**src/rtl/cache_mem_arbiter.sv**
```systemverilog
// Memory-side arbiter for per-core icache/dcache requests onto a single RAM port.
// Optional grant counters (igrants/dgrants) are built when ARB_PERF_EN is defined.
module cache_mem_arbiter #(
    parameter int unsigned CPUS = 2
) (
    input  logic                 clk,
    input  logic                 nRST,
    input  logic [CPUS-1:0]      iREN,
    input  logic [32*CPUS-1:0]   iaddr,
    output logic [CPUS-1:0]      iwait,
    output logic [32*CPUS-1:0]   iload,
    input  logic [CPUS-1:0]      dREN,
    input  logic [CPUS-1:0]      dWEN,
    input  logic [32*CPUS-1:0]   daddr,
    input  logic [32*CPUS-1:0]   dstore,
    output logic [CPUS-1:0]      dwait,
    output logic [32*CPUS-1:0]   dload,
    output logic                 ramREN,
    output logic                 ramWEN,
    output logic [31:0]          ramaddr,
    output logic [31:0]          ramstore,
    input  logic [31:0]          ramload,
`ifdef ARB_PERF_EN
    output logic [31:0]          igrants,
    output logic [31:0]          dgrants,
`endif
    input  logic [1:0]           ramstate
);

    localparam int unsigned GntW = (CPUS > 1) ? $clog2(CPUS) : 1;
    localparam logic [1:0]  RamAccess = 2'd2;

    typedef enum logic [1:0] {StIdle, StDgrant, StIgrant} state_e;

    state_e            state_q, state_d;
    logic [GntW-1:0]   gnt_q, gnt_d;
    logic [GntW-1:0]   dlast_q, dlast_d;
    logic [GntW-1:0]   ilast_q, ilast_d;
    logic [CPUS-1:0]   dreq;
    logic              i_done, d_done;
    logic [31:0]       iaddr_a  [CPUS];
    logic [31:0]       daddr_a  [CPUS];
    logic [31:0]       dstore_a [CPUS];

    for (genvar k = 0; k < CPUS; k++) begin : g_unpack
        assign iaddr_a[k]  = iaddr[32*k +: 32];
        assign daddr_a[k]  = daddr[32*k +: 32];
        assign dstore_a[k] = dstore[32*k +: 32];
    end

    assign dreq  = dREN | dWEN;
    assign iload = {CPUS{ramload}};
    assign dload = {CPUS{ramload}};

    // Lowest requester above last wins; otherwise wrap to the lowest requester overall.
    function automatic logic [GntW-1:0] rr_pick(input logic [CPUS-1:0] req,
                                                input logic [GntW-1:0] last);
        logic [GntW-1:0] sel;
        logic            hi;
        sel = last;
        hi  = 1'b0;
        for (int k = CPUS - 1; k >= 0; k--) begin
            if (req[k] && (k > int'(last))) begin
                sel = GntW'(k);
                hi  = 1'b1;
            end
        end
        if (!hi) begin
            for (int k = CPUS - 1; k >= 0; k--) begin
                if (req[k]) sel = GntW'(k);
            end
        end
        return sel;
    endfunction

    always_comb begin
        state_d  = state_q;
        gnt_d    = gnt_q;
        dlast_d  = dlast_q;
        ilast_d  = ilast_q;
        iwait    = '1;
        dwait    = '1;
        ramREN   = 1'b0;
        ramWEN   = 1'b0;
        ramaddr  = '0;
        ramstore = '0;
        i_done   = 1'b0;
        d_done   = 1'b0;
        unique case (state_q)
            StIdle: begin
                if (|dreq) begin
                    state_d = StDgrant;
                    gnt_d   = rr_pick(dreq, dlast_q);
                end else if (|iREN) begin
                    state_d = StIgrant;
                    gnt_d   = rr_pick(iREN, ilast_q);
                end
            end
            StDgrant: begin
                ramaddr = daddr_a[gnt_q];
                if (!dreq[gnt_q]) begin
                    state_d = StIdle;
                end else begin
                    if (dWEN[gnt_q]) begin
                        ramWEN   = 1'b1;
                        ramstore = dstore_a[gnt_q];
                    end else begin
                        ramREN = 1'b1;
                    end
                    if (ramstate == RamAccess) begin
                        dwait[gnt_q] = 1'b0;
                        d_done       = 1'b1;
                        state_d      = StIdle;
                        dlast_d      = gnt_q;
                    end
                end
            end
            StIgrant: begin
                ramaddr = iaddr_a[gnt_q];
                if (!iREN[gnt_q]) begin
                    state_d = StIdle;
                end else begin
                    ramREN = 1'b1;
                    if (ramstate == RamAccess) begin
                        iwait[gnt_q] = 1'b0;
                        i_done       = 1'b1;
                        state_d      = StIdle;
                        ilast_d      = gnt_q;
                    end
                end
            end
            default: state_d = StIdle;
        endcase
    end

    always_ff @(posedge clk or negedge nRST) begin
        if (!nRST) begin
            state_q <= StIdle;
            gnt_q   <= '0;
            dlast_q <= GntW'(CPUS - 1);
            ilast_q <= GntW'(CPUS - 1);
        end else begin
            state_q <= state_d;
            gnt_q   <= gnt_d;
            dlast_q <= dlast_d;
            ilast_q <= ilast_d;
        end
    end

`ifdef ARB_PERF_EN
    logic [31:0] igrants_q, igrants_d;
    logic [31:0] dgrants_q, dgrants_d;

    always_comb begin
        igrants_d = igrants_q + {31'd0, i_done};
        dgrants_d = dgrants_q + {31'd0, d_done};
    end

    always_ff @(posedge clk or negedge nRST) begin
        if (!nRST) begin
            igrants_q <= '0;
            dgrants_q <= '0;
        end else begin
            igrants_q <= igrants_d;
            dgrants_q <= dgrants_d;
        end
    end

    assign igrants = igrants_q;
    assign dgrants = dgrants_q;
`endif

endmodule

```
**config.mk**
```make
export PLATFORM = sky130hd
export DESIGN_NAME = cache_mem_arbiter
export DESIGN_NICKNAME = d
export VERILOG_FILES = /design/src/rtl/cache_mem_arbiter.sv
export SDC_FILE = /design/constraint.sdc
export NUM_CORES = 1
export LEC_CHECK = 0
export BUFFER_PORTS_ARGS = -buffer_cell sky130_fd_sc_hd__clkbuf_2
export CAP_MARGIN = 20
export CORE_AREA = 4 4 166 168
export DETAILED_ROUTE_END_ITERATION = 6
export DIE_AREA = 0 0 170 172
export PLACE_DENSITY_LB_ADDON = 0.1
export SLEW_MARGIN = 5
export SYNTH_ARGS = -nofsm -noshare
export SYNTH_HDL_FRONTEND = slang
export SYNTH_SLANG_ARGS = --single-unit
```
**constraint.sdc**
```tcl
create_clock -name clk -period 1.9 [get_ports clk]
set_clock_uncertainty 0.1 [all_clocks]
set_input_delay 0.095 -clock clk [delete_from_list [all_inputs] [get_ports clk]]
set_output_delay 0.095 -clock clk [all_outputs]
set_load 0.05 [all_outputs]
```
==> results.cfg <==
[timing]
setup_ws_ps = -84.8
clock.fmax_ghz = 0.504
finalCriticalPeriod_ps = 1980
final-hold-violation-count = 0
grt_setup_unrepaired = yes
maxSlewHeadroom = 0.608
setup_viol = 34
worst_slew_pin_slew_ps = 583
finalCritPeriodShare = 1.04
drv_slew = 0

[clock_tree]
clk_pin_slew_ps = 40
cts.sinks = 5
clockRootBuffer = clkbuf_16
clock_latency_ps = 230
cts-htree-levels = 1
cts_tree = built
cts.path.max_buffers = 2
cts_made_buffers = 3

[setup_path]
crit_type = reg -> out
start_kind = register
critPathMaxStageDelay_ps = 530
worst-path-buf-inv = 3
critPathTopFamily = flip-flops
cp_max_fo = 7
required_ps = 1700
slowest_stage = dfrtp_4
path_cells = buf_12 -> clkbuf_16 -> mux2_4 -> a22oi_2 -> nor2b_2 -> buf_12
critical_path.most_common_cell = buf_12
cp.arrival_ps = 1790
crit_path_end_kind = output pin

[route]
drt_iter0_drc = 35
vias = 3289
ant_nets = 0
dr.pass1.iters = 4
wl_um = 15500
wl_per_cell_um = 17.6
routed_via_density = 3.72
route.detailed.drc = 0

[power_and_ir_drop]
pwr_density_cell_mw_per_mm2 = 1550
p_leak_nw = 2.62
ir_drop_uv = 594
total_power_mw = 9.20

[global_routing]
globalRouteTotalUtil = 0.0949
grt_pass1_vias = 3537
grt_pass1_wl_um = 21300
grt_max_degree = 34
antenna_found_initial = 0
grt-ovfl-total = 0

[final_layout]
syn2layout_area_growth_pct = 86.0
n_antenna_cell = 0
fin_util = 0.229
final_nets = 788
drive_gt1_frac = 0.891

[floorplanning]
rows = 59
num_io_pins = 432
die-area_mm2 = 0.0292
core_area_mm2 = 0.0259
fp.dieW_um = 170
start_util = 0.123
die_h_um = 172

[synth]
syn_avg_cell_area_um2 = 8.09
netlist_area_mm2 = 0.00319
syn_inst = 395
ys_seq_elements = 5
yosysSeqAreaShare = 0.0400
synthesis.nets = 633
ys_types = 35
ys_warn_count = 0

[placed_design]
dp_hpwl_um = 12300
routabilityCongestion = 0.918
portBuffers = 271
dpl_worst_slack_ps = 64.0

[run_status]
violations = setup timing
status = finished, violations left

[flow_run]
drv_cap = 0

[min_path]
hold_path.class = in -> out
==> power breakdown <==
group / total [mW] / switching (mW) / internal [mW]
registers: 0.232 / 0.0660 / 0.166
clock network: 0.359 / 0.0799 / 0.279
logic: 8.61 / 4.22 / 4.39
==> synth_stat cells, drive strengths merged <==
| library cell | instances | area (um^2) |
|---|---|---|
| buf | 147 | 1090 |
| mux2 | 66 | 743 |
| mux2i | 34 | 340 |
| nor2 | 34 | 128 |
| nor2b | 33 | 206 |
| a22oi | 32 | 240 |
| clkbuf | 8 | 30.0 |
| nand4 | 5 | 37.5 |
| ha | 4 | 50.1 |
| dfrtp | 3 | 75.1 |
| inv | 3 | 11.3 |
| nand2b | 3 | 18.8 |
| or2 | 3 | 18.8 |
| or3 | 3 | 23.8 |
| a21bo | 2 | 20.0 |
| a21boi | 2 | 15.0 |
| a32oi | 2 | 25.0 |
| dfstp | 2 | 52.6 |
| or3b | 2 | 20.0 |
| nand2 | 1 | 3.75 |
| nand3 | 1 | 5.00 |
| nor4 | 1 | 6.26 |
| o21ai | 1 | 5.00 |
| o21bai | 1 | 7.51 |
| o2bb2ai | 1 | 8.76 |
| o41ai | 1 | 8.76 |
==> metal layers <==
metal  up-vias  share of wire  track usage
li1       1550              -            -
met1      1509           0.35       0.0991
met2       200           0.53        0.189
met3        30          0.093       0.0203
met4         0          0.025       0.0292
met5         -              0            0
==> worst paths after layout <==
| check | startpoint | endpoint | slack [ps] | cells past startpoint |
|---|---|---|---|---|
| max | gnt_q | ramaddr[29] | -80 | 6 |
| min | ramload[14] | dload[14] | 90 | 0 |
| max reg2reg | gnt_q | state_q[0] | 230 | 4 |
| min reg2reg | dlast_q | dlast_q | 430 | 1 |
| max in group asynchronous | nRST | dlast_q | 1350 | 2 |
| min in group asynchronous | nRST | state_q[1] | 130 | 2 |
==> flip-flops by register name, indices dropped and copies added (netlist names) <==
name	flops
ilast_q	1
state_q	2
gnt_q	1
dlast_q	1
==> final cells by class <==
class	instances	area, um^2
Fill cell	2784	20000
Timing Repair Buffer	305	2920
Multi-Input combinational cell	232	2380
Tap cell	335	419
Sequential cell	5	134
Clock buffer	4	78.8
Inverter	3	11.3
==> layout by cell type, fill, tap and decap left out, types with 7 or more instances in the layout <==
| cell type | count |
|---|---|
| clkbuf_2 | 202 |
| buf_12 | 70 |
| mux2_2 | 59 |
| a22oi_2 | 31 |
| nor2b_2 | 31 |
| mux2i_1 | 28 |
| nor2_2 | 25 |
| buf_4 | 12 |
| nor2_1 | 8 |
| mux2_4 | 7 |
| clkbuf_16 | 7 |
==> kinds of logic after synthesis <==
group	share of synthesized area
muxes	0.339
buffers and inverters	0.355
and+or+nand+nor	0.146
DFF	0.0400
AOI/OAI and AO/OA	0.103
adders and majority gates	0.0157
==> repair_timing <==
action / CTS / global route
hold endpoints to repair: 5 / 0
pin swaps: 4 / 10
resized for setup: 80 / 18
buffers inserted: 6 / 2
hold buffers: 1 / 0
setup endpoints to repair: 65 / 59
cloned: 5 / 3
==> metrics by stage <==
stage                     TNS [ps]  cells  instance area [um^2]  hold WS (ps)
after CTS                    -1880    879                  5780          90.8
final                        -1350    884                  5940          90.0
after floorplan              -1720    395                  3320          -301
after detailed placement         0    863                  5140          -169
after global placement           0    863                  5140          -159
after global routing         -3280    884                  5940          90.2
(Power assumes the default switching activity.)
